==> src/rtl/card_pkg.sv <==
// Shared definitions for the card-deck blocks: LFSR constants, FSM state
// encoding and a small helper that computes the rejection-sampling mask.
package card_pkg;

    localparam int          NUM_CARDS_DEFAULT = 52;
    localparam logic [15:0] LFSR_TAPS         = 16'hB400;
    localparam logic [15:0] LFSR_DEFAULT_SEED = 16'hACE1;

    typedef enum logic [2:0] {
        IDLE    = 3'd0,
        FILL    = 3'd1,
        PICK    = 3'd2,
        READ    = 3'd3,
        CAPTURE = 3'd4,
        WR_I    = 3'd5,
        WR_J    = 3'd6,
        DONE    = 3'd7
    } state_t;

    // Smallest all-ones mask covering v, i.e. 2^clog2(v+1)-1.
    function automatic logic [15:0] range_mask(input logic [15:0] v);
        logic [15:0] m;
        m = v;
        m = m | (m >> 1);
        m = m | (m >> 2);
        m = m | (m >> 4);
        m = m | (m >> 8);
        return m;
    endfunction

endpackage

==> src/rtl/galois_lfsr16.sv <==
// 16-bit right-shifting Galois LFSR with synchronous load and advance enable.
// Load has priority over advance.
module galois_lfsr16
    import card_pkg::*;
(
    input  logic        clk,
    input  logic        reset_n,
    input  logic        load,
    input  logic [15:0] load_val,
    input  logic        advance,
    output logic [15:0] q
);

    logic [15:0] q_q;
    logic [15:0] q_d;

    // Next value: load a seed, or shift right and fold in the taps when the LSB is 1.
    always_comb begin
        q_d = q_q;
        if (load) begin
            q_d = load_val;
        end else if (advance) begin
            q_d = q_q[0] ? ((q_q >> 1) ^ LFSR_TAPS) : (q_q >> 1);
        end
    end

    // State register; reset restores the default seed.
    always_ff @(posedge clk) begin
        if (!reset_n) begin
            q_q <= LFSR_DEFAULT_SEED;
        end else begin
            q_q <= q_d;
        end
    end

    assign q = q_q;

endmodule

==> src/rtl/deck_shuffler.sv <==
// Fills NUM_CARDS RAM slots with 0..NUM_CARDS-1, then Fisher-Yates shuffles
// them in place using rejection sampling on a Galois LFSR.
// Control: start is taken only in IDLE; busy is high from FILL through WR_J;
// done is a one-cycle pulse in DONE with busy already low.
module deck_shuffler
    import card_pkg::*;
#(
    parameter  int DATA_WIDTH    = 32,
    parameter  int ADDRESS_WIDTH = 12,
    parameter  int DECK_BASE     = 0,
    parameter  int NUM_CARDS     = NUM_CARDS_DEFAULT,
    localparam int IDX_W         = $clog2(NUM_CARDS)
) (
    input  logic                     clk,
    input  logic                     reset_n,
    input  logic                     start,
    input  logic [15:0]              seed,
    output logic                     busy,
    output logic                     done,
    output logic                     mem_wEn,
    output logic [ADDRESS_WIDTH-1:0] mem_addr,
    output logic [ADDRESS_WIDTH-1:0] mem_addr2,
    output logic [DATA_WIDTH-1:0]    mem_dataIn,
    input  logic [DATA_WIDTH-1:0]    mem_dataOut,
    input  logic [DATA_WIDTH-1:0]    mem_dataOut2
);

    localparam logic [ADDRESS_WIDTH-1:0] BASE_A = ADDRESS_WIDTH'(DECK_BASE);
    localparam logic [IDX_W-1:0]         LAST   = IDX_W'(NUM_CARDS - 1);

    state_t                  state_q, state_d;
    logic [IDX_W-1:0]        k_q, k_d;
    logic [IDX_W-1:0]        i_q, i_d;
    logic [IDX_W-1:0]        j_q, j_d;
    logic [DATA_WIDTH-1:0]   a_q, a_d;
    logic [DATA_WIDTH-1:0]   b_q, b_d;

    logic        lfsr_load;
    logic [15:0] lfsr_seed;
    logic [15:0] lfsr_q;
    logic [15:0] cand;
    logic        cand_ok;

    // A zero seed would lock the LFSR, so it is replaced by the default.
    assign lfsr_seed = (seed == 16'h0) ? LFSR_DEFAULT_SEED : seed;

    // Candidate swap partner for slot i; rejected when it lands above i.
    assign cand    = lfsr_q & range_mask(16'(i_q));
    assign cand_ok = (cand <= 16'(i_q));

    galois_lfsr16 u_lfsr (
        .clk      (clk),
        .reset_n  (reset_n),
        .load     (lfsr_load),
        .load_val (lfsr_seed),
        .advance  (busy),
        .q        (lfsr_q)
    );

    // Next-state, index updates and RAM bus drive for each phase of the shuffle.
    always_comb begin
        state_d    = state_q;
        k_d        = k_q;
        i_d        = i_q;
        j_d        = j_q;
        a_d        = a_q;
        b_d        = b_q;
        lfsr_load  = 1'b0;
        busy       = 1'b0;
        done       = 1'b0;
        mem_wEn    = 1'b0;
        mem_addr   = '0;
        mem_addr2  = '0;
        mem_dataIn = '0;
        case (state_q)
            IDLE: begin
                if (start) begin
                    lfsr_load = 1'b1;
                    k_d       = '0;
                    state_d   = FILL;
                end
            end
            FILL: begin
                busy       = 1'b1;
                mem_wEn    = 1'b1;
                mem_addr   = BASE_A + ADDRESS_WIDTH'(k_q);
                mem_dataIn = DATA_WIDTH'(k_q);
                if (k_q == LAST) begin
                    i_d     = LAST;
                    state_d = PICK;
                end else begin
                    k_d = k_q + IDX_W'(1);
                end
            end
            PICK: begin
                busy = 1'b1;
                if (cand_ok) begin
                    j_d     = IDX_W'(cand);
                    state_d = READ;
                end
            end
            READ: begin
                busy      = 1'b1;
                mem_addr  = BASE_A + ADDRESS_WIDTH'(i_q);
                mem_addr2 = BASE_A + ADDRESS_WIDTH'(j_q);
                state_d   = CAPTURE;
            end
            CAPTURE: begin
                busy    = 1'b1;
                a_d     = mem_dataOut;
                b_d     = mem_dataOut2;
                state_d = WR_I;
            end
            WR_I: begin
                busy       = 1'b1;
                mem_wEn    = 1'b1;
                mem_addr   = BASE_A + ADDRESS_WIDTH'(i_q);
                mem_dataIn = b_q;
                state_d    = WR_J;
            end
            WR_J: begin
                busy       = 1'b1;
                mem_wEn    = 1'b1;
                mem_addr   = BASE_A + ADDRESS_WIDTH'(j_q);
                mem_dataIn = a_q;
                if (i_q == IDX_W'(1)) begin
                    state_d = DONE;
                end else begin
                    i_d     = i_q - IDX_W'(1);
                    state_d = PICK;
                end
            end
            DONE: begin
                done    = 1'b1;
                state_d = IDLE;
            end
            default: state_d = IDLE;
        endcase
    end

    // State, index counters and swap latches.
    always_ff @(posedge clk) begin
        if (!reset_n) begin
            state_q <= IDLE;
            k_q     <= '0;
            i_q     <= '0;
            j_q     <= '0;
            a_q     <= '0;
            b_q     <= '0;
        end else begin
            state_q <= state_d;
            k_q     <= k_d;
            i_q     <= i_d;
            j_q     <= j_d;
            a_q     <= a_d;
            b_q     <= b_d;
        end
    end

endmodule

==> config.mk <==
export PLATFORM = sky130hd
export DESIGN_NAME = deck_shuffler
export DESIGN_NICKNAME = d
export VERILOG_FILES = /design/src/rtl/card_pkg.sv /design/src/rtl/galois_lfsr16.sv /design/src/rtl/deck_shuffler.sv
export SDC_FILE = /design/constraint.sdc
export NUM_CORES = 1
export LEC_CHECK = 0
export CORE_UTILIZATION = 35
export DETAILED_ROUTE_END_ITERATION = 8
export PLACE_DENSITY = 0.63
export SETUP_SLACK_MARGIN = 0.5
export SLEW_MARGIN = 5
export SYNTH_ARGS = -nofsm -noshare
export SYNTH_HDL_FRONTEND = slang
export SYNTH_SLANG_ARGS = --single-unit
==> constraint.sdc <==
create_clock -name clk -period 2.35 [get_ports clk]
set_clock_uncertainty 0.15 [all_clocks]
set_input_delay 0.47 -clock clk [delete_from_list [all_inputs] [get_ports clk]]
set_output_delay 0.47 -clock clk [all_outputs]
set_load 0.03 [all_outputs]
==> results of run 1 <==
==> cells by family (layout without fill, tap and decap cells) <==
group / Yosys count / in the layout
AO/OA/AOI/OAI: 186 / 186
AND/OR/NAND/NOR: 255 / 255
flip-flops: 101 / 101
XOR/XNOR: 10 / 10
other: 1 / 12
multiplexers: 2 / 2
adder cells (fa/ha/maj): 9 / 9
buffers and inverters: 70 / 260
==> final cells by class <==
type | instances | area [µm²] | area share, %
repair buffers | 231 | 2532 | 29.48
clock inverters | 5 | 36.28 | 0.4224
multi-input cells | 474 | 3473 | 40.44
well taps | 180 | 225.2 | 2.622
clock buffers | 10 | 229.0 | 2.666
inverters | 14 | 55.05 | 0.6409
flip-flops and latches | 101 | 2038 | 23.73
==> state kept, by name, summed over array words and instances, names as in the netlist <==
name      flops
b_q          32
k_q           6
state_q       3
u_lfsr.q     16
j_q           6
a_q          32
i_q           6
==> how the worst min path moves through the flow <==
stage | to | depth (start not counted)
3_5_place_dp | a_q[27] | 2
4_1_cts | b_q[0] | 2
3_3_place_gp | a_q[21] | 2
5_1_grt | a_q[8] | 2
6_report | b_q[0] | 2
2_1_floorplan | u_lfsr.q[12] | 2
==> cell usage in the layout, fill, tap and decap left out, drive strengths merged, types with 9 or more instances in the layout <==
| cell | instances |
|---|---|
| a22o | 32 |
| inv | 16 |
| nor2 | 29 |
| conb | 12 |
| buf | 145 |
| clkdlybuf4s50 | 82 |
| ha | 9 |
| o21ai | 21 |
| dfxtp | 101 |
| nand2 | 171 |
| a21oi | 92 |
| clkbuf | 14 |
| nand3 | 10 |
| and2 | 9 |
==> power by group <==
part           switching (mW)  internal (mW)
Sequential             0.0605           1.77
Combinational           0.506          0.537
Clock                   0.668          0.719
==> layer usage <==
metal | wire length, µm | GRT usage [%] | vias to the layer above
met5 | 0 | 0 | -
met4 | 476 | 10.03 | 0
met3 | 862 | 3.558 | 39
met2 | 9431 | 39.19 | 177
met1 | 7420 | 26.98 | 2589
li1 | - | - | 2570
==> what timing repair did <==
action	4_1_cts	5_1_grt
endpoints found under the setup margin	80	145
resized for setup	197	86
hold endpoints to repair	0	0
hold buffers	0	0
gates cloned	4	4
pin swaps	53	83
setup buffers	37	23
==> critical path, delay by kind of cell, from the launching register on <==
kind                     cells  cell delay, ps
AO/OA/AOI/OAI                5            1020
adder cells (fa/ha/maj)      1             240
buffers and inverters        2             320
flip-flops                   1             360
AND/OR/NAND/NOR              1             310
==> flow_summary.json, run 1 <==
{
  "nets": 923,
  "gp_congestion": 0.9162,
  "fp.dieArea_um2": 14830,
  "critPathKind": "flop to flop",
  "slowest_stage": "a2111oi_1",
  "dr.pass1.iters": 6,
  "syn_inst": 634,
  "status": "finished, violations left",
  "vias_per_cell": 5.296,
  "synth_top_family_by_area": "compound AO/OA/AOI/OAI gates",
  "numCtsBuffers": 9,
  "syn2layout_area_growth_pct": 71.11,
  "synth_cell_types": 54,
  "yosysWarningCount": 0,
  "powerDensity_nw_per_um2": 496.6,
  "antenna_found_initial": 0,
  "clk_path_buf_depth": 2,
  "vias": 5375,
  "synth_mux_area_share_pct": 0.3988,
  "setup_ws_ps": -113.8,
  "clkTransAtPathRegs_ps": 70,
  "worstHoldStart": "b_q[0]",
  "slowest_delay_ps": 440,
  "synth.most_common_cell": "nand2_1",
  "ys_ff_latch": 101,
  "synthDominantCellAreaShare_pct": 40.28,
  "dp.cells": 932,
  "wl_per_cell_um": 17.92,
  "slew_viol_final": 0,
  "io_pins": 142,
  "hold_slack_ps": 309.8,
  "grt_max_degree": 71,
  "synth-async-reset-ratio_pct": 0,
  "rrSetupSlack_ps": -110,
  "die_x_um": 121.8,
  "start_util_pct": 36.02,
  "crit_chain": "nor4_4 > buf_6 > a21boi_4 > ha_4 > buf_4 > a21oi_2 > o21ai_4 > a2111oi_1 > o31a_1",
  "wirelength_mm": 18.19,
  "synth_common_cells": "nand2_1 (170), dfxtp_1 (101), a21oi_1 (92)",
  "regToRegEndpoint": "j_q[2]",
  "yosys-top-cells-area": "dfxtp_1 (40%), nand2_1 (13%), a21oi_1 (9.2%), a22o_1 (5.6%), ha_1 (2.2%)",
  "core_area_um2": 13930,
  "synthAdderAreaFrac_pct": 2.243,
  "setup_viol": 23,
  "synth_flop_cell": "dfxtp_1",
  "fmax_mhz": 405.9,
  "synth_compound_area_share_pct": 25.00,
  "violations": "setup timing",
  "finalHoldViolCount": 0,
  "grt_pass1_wl_mm": 26.07,
  "reg2regPathDepth": 9,
  "placed_area_um2": 6620,
  "cp-start-kind": "flop",
  "finish.utilization_pct": 61.64,
  "crit_start": "i_q[5]",
  "worstPathArrival_ps": 2600,
  "yosysSeqAreaShare_pct": 40.28,
  "worstHoldPathType": "flop to flop",
  "critPathCapture": "j_q[2]",
  "dpl.hpwl_mm": 10.31,
  "dp_slack_ps": -191.6,
  "synth_area_um2": 5020,
  "grt_usage_pct": 22.47,
  "synth_edf_count": 0,
  "finalPower_mw": 4.265,
  "portBuffers": 129,
  "drive_gt1_share_pct": 36.05,
  "crit_path_max_fanout": 10,
  "rsz0062_at_grt": "true",
  "min_period_over_period_pct": 104.8,
  "yosys.area_share.simple_pct": 23.01,
  "clockRootBuffer": "clkbuf_16",
  "diodes": 0,
  "p_leak_nw": 3.384,
  "r2r-start": "i_q[5]",
  "first_global_vias": 5175,
  "cp.required_ps": 2490,
  "yosysTopAreaCell": "dfxtp_1",
  "cts.sinks": 101,
  "antenna_left": 0,
  "dieHeight_um": 121.8,
  "fin_cells": 1015,
  "cts_tree": "done",
  "drc": 0,
  "num_rows": 43,
  "drt_iter0_drc": 380,
  "synthXorXnorAreaFrac_pct": 1.745,
  "fillers": 1100,
  "tns_ps": -749.7,
  "ir_drop_v": 0.0003265,
  "htree_levels": 3,
  "syn-mean-instance-area_um2": 7.918,
  "layout_min_cycle_time_ps": 2464,
  "maxCapViolations": 0,
  "crit_path_end_kind": "flop",
  "overflow": 0,
  "insertion_delay_ps": 350,
  "fin_area_um2": 8589
}
No activity file was read; power rests on OpenSTA's default activity.
==> inputs of run 2 (changes only) <==
--- a/config.mk
+++ b/config.mk
@@ -7,7 +7,7 @@
 export LEC_CHECK = 0
 export CORE_UTILIZATION = 35
 export DETAILED_ROUTE_END_ITERATION = 8
-export PLACE_DENSITY = 0.63
+export PLACE_DENSITY = 0.61
 export SETUP_SLACK_MARGIN = 0.5
 export SLEW_MARGIN = 5
 export SYNTH_ARGS = -nofsm -noshare
==> constraint.sdc (replaced) <==
create_clock -name clk -period 2.31 [get_ports clk]
set_clock_uncertainty 0.15 [all_clocks]
set_input_delay 0.462 -clock clk [delete_from_list [all_inputs] [get_ports clk]]
set_output_delay 0.462 -clock clk [all_outputs]
set_load 0.03 [all_outputs]
==> run 2 against run 1 <==
The flow still finishes with violations (setup timing). Maximum frequency grew 0.94%. Global-route usage grew 0.96 points. Worst setup slack lost 17 ps. Register-to-register slack lost 20 ps. Flip-flop and latch count is the same. Combinational power grew 11%. Core utilization grew 11 points. Critical path depth grew 1. Critical endpoint unchanged. Highest routed layer unchanged.
==> flow_summary.json, run 2 (synthesis gave the netlist of run 1 again) <==
{
  "status": "finished, violations left",
  "violations": "setup timing",
  "maxCapViolations": 0,
  "fp.dieArea_um2": 14830,
  "p_leak_nw": 3.964,
  "slowest_stage": "a2111oi_1",
  "finish.utilization_pct": 72.25,
  "dr.pass1.iters": 4,
  "nets": 953,
  "clk_path_buf_depth": 2,
  "antenna_left": 0,
  "vias_per_cell": 5.445,
  "r2r-start": "i_q[4]",
  "gp_congestion": 0.8942,
  "antenna_found_initial": 0,
  "fillers": 858,
  "worstPathArrival_ps": 2590,
  "clkTransAtPathRegs_ps": 70,
  "diodes": 0,
  "cp.required_ps": 2460,
  "num_rows": 43,
  "hold_slack_ps": 310.9,
  "min_path_cells": 2,
  "multi_input_area_um2": 4468,
  "worstHoldPathType": "flop to flop",
  "first_global_vias": 5288,
  "critPathKind": "flop to flop",
  "regToRegEndpoint": "j_q[2]",
  "slowest_delay_ps": 480,
  "rrSetupSlack_ps": -130,
  "crit_chain": "nor4_4 > buf_4 > a21boi_4 > ha_4 > nand3_4 > nor2_4 > a211oi_2 > buf_4 > a2111oi_1 > o31a_1",
  "finalPower_mw": 4.499,
  "insertion_delay_ps": 360,
  "drc": 0,
  "drive_gt1_share_pct": 57.92,
  "start_util_pct": 36.02,
  "cts.sinks": 101,
  "finalHoldViolCount": 0,
  "dp.cells": 937,
  "drt_iter0_drc": 391,
  "overflow": 0,
  "layout_min_cycle_time_ps": 2441,
  "portBuffers": 129,
  "grt_pass1_wl_mm": 27.16,
  "htree_levels": 3,
  "cts_tree": "done",
  "wirelength_mm": 21.50,
  "rsz0062_at_grt": "true",
  "core_area_um2": 13930,
  "ir_drop_v": 0.0003895,
  "reg2regPathDepth": 10,
  "vias": 5690,
  "fmax_mhz": 409.7,
  "final_common_cell": "nand2_4",
  "powerDensity_nw_per_um2": 446.9,
  "slew_viol_final": 0,
  "setup_viol": 4,
  "wl_per_cell_um": 20.57,
  "grt_max_degree": 65,
  "hold_end": "u_lfsr.q[9]",
  "dpl.hpwl_mm": 10.29,
  "layout_common_cells": "nand2_4 (96), dfxtp_1 (92), clkdlybuf4s50_1 (82), buf_6 (82), a21oi_2 (70)",
  "crit_path_end_kind": "flop",
  "min_period_over_period_pct": 105.7,
  "setup_ws_ps": -130.9,
  "grt_usage_pct": 23.43,
  "dieHeight_um": 121.8,
  "numCtsBuffers": 9,
  "cp-start-kind": "flop",
  "crit_top_cell": "buf_4",
  "fin_cells": 1045,
  "crit_path_max_fanout": 3,
  "io_pins": 142,
  "area.sequential_um2": 2046,
  "syn2layout_area_growth_pct": 100.6,
  "clockRootBuffer": "clkbuf_16",
  "die_x_um": 121.8,
  "worstHoldStart": "u_lfsr.q[9]"
}
## run 2: changes by cell type in the layout (fill, tap and decap cells not counted), sizes merged
cell / before / now
buf: 145 / 169
or3: 3 / 4
clkbuf: 14 / 18
clkinv: 3 / 2
clkinvlp: 0 / 1
nor2: 29 / 30
## run 2: per-layer routing
metal | part of all wire, % | global-route usage (%) | vias to the layer above | wire, µm
met5 | 0 | 0 | - | 0
met1 | 41 | 29.91 | 2803 | 8887
li1 | - | - | 2644 | -
met3 | 4.7 | 3.418 | 56 | 1017
met2 | 51 | 39.16 | 187 | 10870
met4 | 3.4 | 9.954 | 0 | 724
## run 2: where the power goes
group          leakage, nW  total (mW)  switching [mW]  internal (mW)
clock                0.135        1.47           0.713          0.759
sequential           0.824        1.88          0.0747           1.80
combinational         3.01        1.15           0.571          0.576
## run 2: worst max-delay path by stage
stage                      start      to  slack (ps)
after CTS                 i_q[5]  j_q[5]         -20
final                     i_q[4]  j_q[2]        -130
after detailed placement  i_q[4]  j_q[2]        -200
after floorplan           i_q[4]  j_q[2]         -90
after global placement    i_q[4]  j_q[3]         -70
after global routing      i_q[4]  j_q[5]        -120
## run 2: metrics by stage
stage                     instance area [µm²]  setup TNS [ps]  worst slack [ps]
after CTS                                8432          -47.21            -23.17
final                                   10070          -249.8            -130.9
after floorplan                          5366          -166.8            -87.16
after global placement                   6832          -134.6            -72.97
after global routing                    10070          -591.1            -116.8
after detailed placement                 6832          -900.2            -200.1
## run 2: area by class of cell
class	count	share of cell area, %
clock buffers	10	2.374
clock inverters	5	0.3480
well taps	180	2.237
repair buffers	259	29.75
flip-flops and latches	101	20.32
multi-input cells	476	44.38
inverters	14	0.5965
## run 2: critical path: cells and delay by family, from the launching register on
kind / cells / cell delay, ps
adders and majority gates: 1 / 310
DFF: 1 / 340
and+or+nand+nor: 3 / 480
buffers and inverters: 2 / 340
AOI/OAI and AO/OA: 4 / 770
## run 2: what timing repair did
action                     in CTS  in global routing
gates resized for setup       185                319
gates cloned                    8                 13
setup endpoints to repair     129                143
hold buffers                    0                  0
pin swaps                      73                209
buffers inserted               54                 18
